### src/rtl/bg_scan_pkg.sv
// Shared constants and types for the background raster scanner.
package bg_scan_pkg;

    localparam int H_ACTIVE = 640;
    localparam int H_FP     = 16;
    localparam int H_SYNC   = 96;
    localparam int H_BP     = 48;
    localparam int V_ACTIVE = 480;
    localparam int V_FP     = 10;
    localparam int V_SYNC   = 2;
    localparam int V_BP     = 33;
    localparam int H_TOTAL  = H_ACTIVE + H_FP + H_SYNC + H_BP;
    localparam int V_TOTAL  = V_ACTIVE + V_FP + V_SYNC + V_BP;

    localparam int COLOR_W  = 12;
    localparam int ROM_W    = 7;
    localparam int CNT_W    = 10;

    typedef logic [COLOR_W-1:0] color_t;
    typedef logic [ROM_W-1:0]   rom_coord_t;
    typedef logic [CNT_W-1:0]   cnt_t;

    // Per-pixel decode carried from the fetch stage to the output stage.
    typedef struct packed {
        logic act;
        logic hs;
        logic vs;
    } pix_ctl_t;

    // Downscale a screen coordinate and add scroll; 7-bit truncation tiles the ROM.
    function automatic rom_coord_t scale_scroll(input cnt_t c, input int unsigned sh,
                                                input rom_coord_t s);
        cnt_t sc;
        sc = c >> sh;
        return sc[ROM_W-1:0] + s;
    endfunction

endpackage

### src/rtl/bg_scanner_vga_timing.sv
// Pixel divider plus horizontal/vertical raster counters with active and sync decode.
module vga_timing
    import bg_scan_pkg::*;
#(
    parameter int DIV      = 4,
    parameter int H_ACT    = H_ACTIVE,
    parameter int H_F      = H_FP,
    parameter int H_S      = H_SYNC,
    parameter int H_B      = H_BP,
    parameter int V_ACT    = V_ACTIVE,
    parameter int V_F      = V_FP,
    parameter int V_S      = V_SYNC,
    parameter int V_B      = V_BP
) (
    input  logic     clk,
    input  logic     rst_n,
    output logic     tick,
    output cnt_t     h_cnt,
    output cnt_t     v_cnt,
    output logic     frame_wrap,
    output logic     line_act,
    output pix_ctl_t pix_ctl
);

    localparam int H_TOT = H_ACT + H_F + H_S + H_B;
    localparam int V_TOT = V_ACT + V_F + V_S + V_B;
    localparam int DIV_W = $clog2(DIV);

    logic [DIV_W-1:0] div_cnt_q, div_cnt_d;
    cnt_t             h_cnt_q, h_cnt_d;
    cnt_t             v_cnt_q, v_cnt_d;
    logic             h_wrap, v_wrap;

    always_ff @(posedge clk or negedge rst_n) begin
        if (!rst_n) begin
            div_cnt_q <= '0;
            h_cnt_q   <= '0;
            v_cnt_q   <= '0;
        end else begin
            div_cnt_q <= div_cnt_d;
            h_cnt_q   <= h_cnt_d;
            v_cnt_q   <= v_cnt_d;
        end
    end

    always_comb begin
        tick      = (div_cnt_q == DIV_W'(DIV - 1));
        h_wrap    = (h_cnt_q == cnt_t'(H_TOT - 1));
        v_wrap    = (v_cnt_q == cnt_t'(V_TOT - 1));
        div_cnt_d = tick ? '0 : div_cnt_q + 1'b1;
        h_cnt_d   = h_cnt_q;
        v_cnt_d   = v_cnt_q;
        if (tick) begin
            h_cnt_d = h_wrap ? '0 : h_cnt_q + 1'b1;
            if (h_wrap) v_cnt_d = v_wrap ? '0 : v_cnt_q + 1'b1;
        end
    end

    always_comb begin
        h_cnt       = h_cnt_q;
        v_cnt       = v_cnt_q;
        frame_wrap  = tick && h_wrap && v_wrap;
        line_act    = (v_cnt_q < cnt_t'(V_ACT));
        pix_ctl.act = (h_cnt_q < cnt_t'(H_ACT)) && line_act;
        pix_ctl.hs  = (h_cnt_q >= cnt_t'(H_ACT + H_F)) &&
                      (h_cnt_q <  cnt_t'(H_ACT + H_F + H_S));
        pix_ctl.vs  = (v_cnt_q >= cnt_t'(V_ACT + V_F)) &&
                      (v_cnt_q <  cnt_t'(V_ACT + V_F + V_S));
    end

endmodule

### src/rtl/bg_scanner.sv
// Background raster scanner: scrolled/scaled ROM addressing and aligned RGB + sync out.
module bg_scanner
    import bg_scan_pkg::*;
#(
    parameter int DIV         = 4,
    parameter int SCALE_SHIFT = 2,
    parameter int H_ACTIVE    = bg_scan_pkg::H_ACTIVE,
    parameter int H_FP        = bg_scan_pkg::H_FP,
    parameter int H_SYNC      = bg_scan_pkg::H_SYNC,
    parameter int H_BP        = bg_scan_pkg::H_BP,
    parameter int V_ACTIVE    = bg_scan_pkg::V_ACTIVE,
    parameter int V_FP        = bg_scan_pkg::V_FP,
    parameter int V_SYNC      = bg_scan_pkg::V_SYNC,
    parameter int V_BP        = bg_scan_pkg::V_BP
) (
    input  logic               clk,
    input  logic               rst_n,
    input  logic [ROM_W-1:0]   scroll_x,
    input  logic [ROM_W-1:0]   scroll_y,
    output logic               rom_en,
    output logic [ROM_W-1:0]   rom_x,
    output logic [ROM_W-1:0]   rom_y,
    input  logic [COLOR_W-1:0] rom_color,
    output logic [COLOR_W-1:0] rgb,
    output logic               hsync_n,
    output logic               vsync_n,
    output logic               frame_start
);

    // The ROM needs two clocks, which must fit inside one pixel period.
    if (DIV < 3) begin : g_bad_div
        $error("bg_scanner: DIV must be >= 3");
    end

    logic     tick, frame_wrap, line_act;
    cnt_t     h_cnt, v_cnt;
    pix_ctl_t pix_ctl;

    vga_timing #(
        .DIV   (DIV),
        .H_ACT (H_ACTIVE), .H_F (H_FP), .H_S (H_SYNC), .H_B (H_BP),
        .V_ACT (V_ACTIVE), .V_F (V_FP), .V_S (V_SYNC), .V_B (V_BP)
    ) u_timing (
        .clk        (clk),
        .rst_n      (rst_n),
        .tick       (tick),
        .h_cnt      (h_cnt),
        .v_cnt      (v_cnt),
        .frame_wrap (frame_wrap),
        .line_act   (line_act),
        .pix_ctl    (pix_ctl)
    );

    rom_coord_t scroll_x_q, scroll_x_d, scroll_y_q, scroll_y_d;
    rom_coord_t rom_x_q, rom_x_d, rom_y_q, rom_y_d;
    logic       rom_en_q, rom_en_d;
    pix_ctl_t   ctl_q, ctl_d;
    color_t     rgb_q, rgb_d;
    logic       hsync_n_q, hsync_n_d, vsync_n_q, vsync_n_d;
    logic       frame_start_q, frame_start_d;

    always_ff @(posedge clk or negedge rst_n) begin
        if (!rst_n) begin
            scroll_x_q    <= '0;
            scroll_y_q    <= '0;
            rom_x_q       <= '0;
            rom_y_q       <= '0;
            rom_en_q      <= 1'b0;
            ctl_q         <= '0;
            rgb_q         <= '0;
            hsync_n_q     <= 1'b1;
            vsync_n_q     <= 1'b1;
            frame_start_q <= 1'b0;
        end else begin
            scroll_x_q    <= scroll_x_d;
            scroll_y_q    <= scroll_y_d;
            rom_x_q       <= rom_x_d;
            rom_y_q       <= rom_y_d;
            rom_en_q      <= rom_en_d;
            ctl_q         <= ctl_d;
            rgb_q         <= rgb_d;
            hsync_n_q     <= hsync_n_d;
            vsync_n_q     <= vsync_n_d;
            frame_start_q <= frame_start_d;
        end
    end

    always_comb begin
        // Address math sees the freshly latched scroll on the boundary tick.
        scroll_x_d    = frame_wrap ? scroll_x : scroll_x_q;
        scroll_y_d    = frame_wrap ? scroll_y : scroll_y_q;
        frame_start_d = frame_wrap;
        rom_x_d       = rom_x_q;
        rom_y_d       = rom_y_q;
        rom_en_d      = rom_en_q;
        ctl_d         = ctl_q;
        rgb_d         = rgb_q;
        hsync_n_d     = hsync_n_q;
        vsync_n_d     = vsync_n_q;
        if (tick) begin
            rom_x_d   = scale_scroll(h_cnt, SCALE_SHIFT, scroll_x_d);
            rom_y_d   = scale_scroll(v_cnt, SCALE_SHIFT, scroll_y_d);
            rom_en_d  = line_act;
            ctl_d     = pix_ctl;
            rgb_d     = ctl_q.act ? rom_color : '0;
            hsync_n_d = ~ctl_q.hs;
            vsync_n_d = ~ctl_q.vs;
        end
    end

    always_comb begin
        rom_x       = rom_x_q;
        rom_y       = rom_y_q;
        rom_en      = rom_en_q;
        rgb         = rgb_q;
        hsync_n     = hsync_n_q;
        vsync_n     = vsync_n_q;
        frame_start = frame_start_q;
    end

endmodule
### config.mk
export PLATFORM = sky130hd
export DESIGN_NAME = bg_scanner
export DESIGN_NICKNAME = d
export VERILOG_FILES = /design/src/rtl/bg_scan_pkg.sv /design/src/rtl/bg_scanner_vga_timing.sv /design/src/rtl/bg_scanner.sv
export SDC_FILE = /design/constraint.sdc
export NUM_CORES = 1
export LEC_CHECK = 0
export BUFFER_PORTS_ARGS = -buffer_cell sky130_fd_sc_hd__buf_2
export CORE_MARGIN = 2
export CORE_UTILIZATION = 58
export CTS_BUF_LIST = sky130_fd_sc_hd__clkbuf_4
export CTS_CLUSTER_DIAMETER = 30
export DETAILED_ROUTE_END_ITERATION = 16
export PLACE_DENSITY = 0.82
export SYNTH_ARGS = -nofsm -noshare
export SYNTH_HDL_FRONTEND = slang
export SYNTH_SLANG_ARGS = --single-unit
### constraint.sdc
create_clock -name clk -period 4.9 [get_ports clk]
set_input_delay 0.245 -clock clk [delete_from_list [all_inputs] [get_ports clk]]
set_output_delay 0.245 -clock clk [all_outputs]
set_load 0.01 [all_outputs]
# [After elaboration in Yosys (flattened, before gate mapping)]
# Cells that the tools add are included.
[totals] reg_bits=69 word_cells=43
[classes] addsub=5 order_cmp=6 n_eq_ne=3 mux=6 n_bitwise=2 reduce_logical=6
[ops] operator="10-bit by 1-bit adder with 10-bit output, second input constant" count=2
[ops] operator="10-bit equality test, second input constant" count=2
[ops] operator="10-bit < comparator, second input constant" count=2
[ops] operator="10-bit by 9-bit < comparator with 1-bit output, second input constant" count=2
[ops] operator="10-bit 2-to-1 mux" count=2
[ops] operator="7-bit adder" count=2
[ops] operator="7-bit 2-to-1 mux" count=2
[ops] operator="12-bit 2-to-1 mux" count=1
[ops] operator="10-bit greater-or-equal comparator, second input constant" count=1
[ops] operator="10-bit by 9-bit greater-or-equal comparator with 1-bit output, second input constant" count=1
[ops] operator="1-bit logical AND" count=5
[ops] operator="2-bit by 1-bit adder with 2-bit output, second input constant" count=1
[ops] operator="2-bit equality test, second input constant" count=1
[ops] operator="2-bit 2-to-1 mux" count=1
[ops] operator="1-bit NOT" count=2
[ops] operator="2-bit AND reduction" count=1

# [Depth between registers and ports, before layout]
[depth] depth_word=5 mapped_depth=14

# [By module]
# Synthesis repeated with hierarchy kept, for this count alone.
[unflattened] hier_cells=317 hier_area_um2=3474.6
[modules_own_cells] module="bg_scanner" n_inst=1 cells_each=196 area_each_um2=2274.7 seq_area_each_um2=1178.6
[modules_own_cells] module="vga_timing" n_inst=1 cells_each=121 area_each_um2=1199.9 seq_area_each_um2=550.5

# [Worst setup path before layout]
# OpenSTA, ideal clock, no wires.
[synth_path] path_type="reg2reg" start="register u_timing.div_cnt_q[0]" end="register rom_x_q[6], in the netlist rom_x[6]" setup_ns=0.140 t_arrival_ns=3.357 t_required_ns=4.760 setup_slack_ns=1.403 path_stages_with_launch=15 n_path_buf=2 synth_period_minus_slack_ns=3.497 path_cell_list="dfrtp_1 > ha_1 > buf_4 > nand4_4 > or4_4 > nor2_8 > buf_2 > mux2_2 > ha_1 > fa_1 > a21o_1 > a21oi_1 > o21ai_0 > xnor3_1 > mux2i_1"
[synth_via] elab_chain_len=5
[synth_lines] item="start: declaration" line_no="bg_scanner_vga_timing.sv:29" source="logic [DIV_W-1:0] div_cnt_q, div_cnt_d;"
[synth_lines] item="start signal: assignment" line_no="bg_scanner_vga_timing.sv:40" source="div_cnt_q <= div_cnt_d;"
[synth_lines] item="2-bit equality test" line_no="bg_scanner_vga_timing.sv:47" source="tick = (div_cnt_q == DIV_W'(DIV - 1));"
[synth_lines] item="1-bit logical AND (2 in a row)" line_no="bg_scanner_vga_timing.sv:62" source="frame_wrap = tick && h_wrap && v_wrap;"
[synth_lines] item="net frame_start_d" line_no="bg_scanner.sv:60" source="logic frame_start_q, frame_start_d;"
[synth_lines] item="7-bit 2-to-1 mux" line_no="bg_scanner.sv:90" source="scroll_x_d = frame_wrap ? scroll_x : scroll_x_q;"
[synth_lines] item="net scroll_x_d[0]" line_no="bg_scanner.sv:54" source="rom_coord_t scroll_x_q, scroll_x_d, scroll_y_q, scroll_y_d;"
[synth_lines] item="7-bit adder" line_no="bg_scan_pkg.sv:35" source="return sc[ROM_W-1:0] + s;"
[synth_lines] item="end signal: assignment" line_no="bg_scanner.sv:77" source="rom_x_q <= rom_x_d;"
[synth_lines] item="end: declaration" line_no="bg_scanner.sv:55" source="rom_coord_t rom_x_q, rom_x_d, rom_y_q, rom_y_d;"
# The timed path passes the listed nets, and every way through them passes these cells.
# A chain may end at the register's enable or synchronous reset.

# [Worst setup path after layout]
[layout_path] start="register u_timing.h_cnt_q[0], in the netlist u_timing.h_cnt[0]" end="register rom_y_q[6], in the netlist rom_y[6]"
[layout_via] elab_chain_len=5
[layout_lines] item="start: declaration" line_no="bg_scanner_vga_timing.sv:30" source="cnt_t h_cnt_q, h_cnt_d;"
[layout_lines] item="start signal: assignment" line_no="bg_scanner_vga_timing.sv:41" source="h_cnt_q <= h_cnt_d;"
[layout_lines] item="10-bit equality test" line_no="bg_scanner_vga_timing.sv:48" source="h_wrap = (h_cnt_q == cnt_t'(H_TOT - 1));"
[layout_lines] item="1-bit logical AND (2 in a row)" line_no="bg_scanner_vga_timing.sv:62"
[layout_lines] item="7-bit 2-to-1 mux" line_no="bg_scanner.sv:91" source="scroll_y_d = frame_wrap ? scroll_y : scroll_y_q;"
[layout_lines] item="net scroll_y_d[0]" line_no="bg_scanner.sv:54"
[layout_lines] item="7-bit adder" line_no="bg_scan_pkg.sv:35"
[layout_lines] item="end signal: assignment" line_no="bg_scanner.sv:78" source="rom_y_q <= rom_y_d;"
[layout_lines] item="end: declaration" line_no="bg_scanner.sv:55"
# The timed path passes the listed nets, and every way through them passes these cells.

==> flow_metrics.py <==
metrics = {
    "place": {
        "dp_hpwl_mm": 4.27,
        "place_congestion": 0.800,
        "dp.cells": 407,
        "io_buffers": 57,
        "dpl_cell_area_mm2": 0.00366,
    },
    "sta": {
        "period_share_pct": 75.6,
        "grt_setup_unrepaired": "no",
        "worstMarginPinSlew_ns": 0.830,
        "finalHoldViolations": 0,
        "fin_tns_setup_ns": 0,
        "fmax_mhz": 270,
        "drv_slew": 0,
        "finalSetupViolations": 0,
        "maxSlewHeadroom_pct": 44.6,
        "fin_worst_skew_ns": 0.0187,
        "finalCriticalPeriod_ns": 3.71,
    },
    "yosys": {
        "synth_cell_type_count": 35,
        "syn_avg_cell_area_um2": 11.7,
        "synthTopCellsByArea": "dfrtp_1, mux2_2, ha_1",
        "synth-seq-cells": 69,
        "yosysSeqAreaShare_pct": 52.4,
        "synth_top_area_share_pct": 50.8,
        "synth_nets": 332,
        "yosys_warnings": 0,
        "syn_area_mm2": 0.00330,
        "synthCells": 283,
        "synth_top_area_cell": "dfrtp_1",
    },
    "drt": {
        "avgViaCountPerCell": 5.37,
        "vias": 2265,
        "antenna_left": 0,
        "routedWlPerCell_um": 14.2,
        "drc_errors": 0,
        "wirelength_mm": 5.99,
        "first_pass_iters": 4,
        "drt_iter0_drc": 88,
    },
    "power": {
        "ir_drop_mv": 0.182,
        "pwr-share-seq_pct": 54.0,
        "p_clk_share_pct": 42.9,
        "pwr-share-comb_pct": 3.1,
        "p_sw_mw": 0.223,
        "pwr_density_cell_mw_per_mm2": 278,
        "power.internal_mw": 0.844,
        "swShare_pct": 20.9,
        "leakagePower_nw": 1.99,
    },
    "setup_path": {
        "regToRegSetupSlack_ns": 1.19,
        "end_kind": "flip-flop",
        "cp-startpoint": "u_timing.h_cnt[0]",
        "startpoint_type": "flip-flop",
        "reg2reg_depth": 12,
        "rr_startpoint": "u_timing.h_cnt[0]",
        "crit_fanout": 19,
        "path_class": "reg -> reg",
        "worstReg2RegEnd": "rom_y[6]",
        "crit_end": "rom_y[6]",
        "arrival_ns": 4.03,
        "cp.required_ns": 5.22,
    },
    "clock_tree": {
        "clkSinkCount": 69,
        "cts-root-buf": "clkbuf_4",
        "postCtsSetupBuffers": 0,
        "cts_buffer_depth": 2,
        "insertion_delay_ns": 0.41,
        "ctsResizeCount": 0,
        "htreeDepth": 3,
        "cts_hold_buf": 0,
        "path_clk_slew_ns": 0.12,
        "cts_tree": "built",
        "cts_buffers": 9,
    },
    "cells_and_area": {
        "design_area_mm2": 0.00384,
        "layout_common_cells": "dfrtp_1, buf_2, mux2_2",
        "layout.cells.non_filler": 422,
        "antenna_cells": 0,
        "syn_to_final_growth_pct": 16.5,
        "fillCellCount": 416,
        "nNetsFinal": 395,
        "layout_commonest_cell": "dfrtp_1",
        "drive_gt1_share_pct": 30.9,
        "layout.core_utilization_pct": 69.8,
    },
    "min_path": {
        "hold_path_class": "in -> async",
    },
    "floorplan": {
        "die_x_um": 79.4,
        "die-area_mm2": 0.00631,
        "initial_core_util_pct": 59.9,
        "io_pins": 58,
        "num_rows": 27,
        "fp.coreArea_mm2": 0.00551,
        "die_y_um": 79.4,
    },
    "job": {
        "drv_cap": 0,
    },
    "grt": {
        "grt_antenna_before_repair": 0,
        "grt_pass1_wl_mm": 10.5,
        "gr-total-overflow": 0,
        "first_global_vias": 2321,
        "grt_max_degree": 70,
        "grt_usage_pct": 21.8,
    },
    "outcome": {
        "status": "complete, no violations",
    },
}
[per-layer routing]
metal  up-vias  wire (µm)  GRT usage (%)
met4         0        140           9.48
met5         -          0              0
met1      1094       2780           29.8
met2        71       2760           34.2
li1       1084          -              -
met3        16        305           4.41
[worst min-delay path by stage]
stage | endpoint | slack, ns | start | depth (start not counted)
floorplan | ctl_q[0] | -0.05 | rst_n | 0
global placement | u_timing.div_cnt_q[0] | 0.41 | u_timing.div_cnt_q[0] | 1
detailed placement | u_timing.div_cnt_q[0] | 0.44 | u_timing.div_cnt_q[0] | 1
CTS | rgb[9] | 0.02 | rom_color[9] | 3
global route | rgb[9] | 0.02 | rom_color[9] | 3
finish | scroll_y_q[4] | 0.02 | rst_n | 2
[state kept, by name (all words and copies together) (netlist names)]
register	count
u_timing.div_cnt_q	2
u_timing.v_cnt	10
rom_y	7
scroll_y_q	7
hsync_n	1
rgb	12
rom_x	7
u_timing.h_cnt	10
rom_en	1
ctl_q	3
vsync_n	1
frame_start	1
scroll_x_q	7
[logic make-up after synthesis]
| logic type | share of synthesized area, % |
|---|---|
| mux | 10.4 |
| xor+xnor | 7.74 |
| buf+inv | 3.79 |
| compound gates | 6.68 |
| fa+ha+maj | 8.42 |
| flops | 52.4 |
| simple gates | 10.6 |
[metrics by stage]
step                hold WS (ns)  total power, mW  worst slack [ns]
floorplan                -0.0506            0.594              1.40
global placement           0.413            0.621              1.35
detailed placement         0.436            0.622              1.19
CTS                       0.0182             1.08              1.17
global route              0.0202             1.11             0.916
finish                    0.0180             1.07              1.19
[power groups by stage]
stage / Combinational (mW) / Clock, mW / Sequential (mW)
3_5_place_dp: 0.0342 / 0 / 0.587
2_1_floorplan: 0.00333 / 0 / 0.590
4_1_cts: 0.0346 / 0.467 / 0.576
5_1_grt: 0.0391 / 0.491 / 0.577
3_3_place_gp: 0.0337 / 0 / 0.587
6_report: 0.0330 / 0.457 / 0.576
[layout make-up]
cell class / count / area (µm²) / share of cell area, %
inverters: 24 / 90.1 / 2.35
repair buffers: 60 / 308 / 8.01
clock inverters: 6 / 113 / 2.93
clock buffers: 9 / 67.6 / 1.76
well taps: 72 / 90.1 / 2.35
flip-flops and latches: 69 / 1730 / 45.0
multi-input cells: 182 / 1440 / 37.6
[Yosys cell counts]
| cell type | number |
|---|---|
| a21o_1 | 4 |
| a21oi_1 | 10 |
| and2_1 | 2 |
| and3_1 | 3 |
| buf_2 | 1 |
| buf_4 | 1 |
| clkbuf_1 | 6 |
| dfrtp_1 | 67 |
| dfstp_2 | 2 |
| fa_1 | 2 |
| ha_1 | 19 |
| inv_1 | 24 |
| mux2_2 | 25 |
| mux2_4 | 2 |
| mux2i_1 | 3 |
| nand2_1 | 23 |
| nand3_1 | 7 |
| nand4_1 | 4 |
| nand4_4 | 1 |
| nand4b_1 | 2 |
| nor2_1 | 17 |
| nor2_8 | 1 |
| nor3_1 | 1 |
| nor4_1 | 1 |
| nor4b_1 | 1 |
| o21ai_0 | 20 |
| o21bai_1 | 2 |
| o31a_1 | 1 |
| o31ai_1 | 1 |
| o32ai_1 | 1 |
| or3_1 | 1 |
| or4_4 | 2 |
| xnor2_1 | 17 |
| xnor3_1 | 2 |
| xor2_1 | 7 |
[critical path: stages, from the launching register on]
cell	delay, ns
dfrtp_1	0.43
ha_1	0.24
nand4_4	0.15
or4_4	0.56
nor2_8	0.35
mux2_2	0.40
ha_1	0.21
fa_1	0.41
a21o_1	0.17
a21oi_1	0.21
o21ai_0	0.14
xnor3_1	0.19
mux2i_1	0.17
Power figures use the tool's default switching activity.
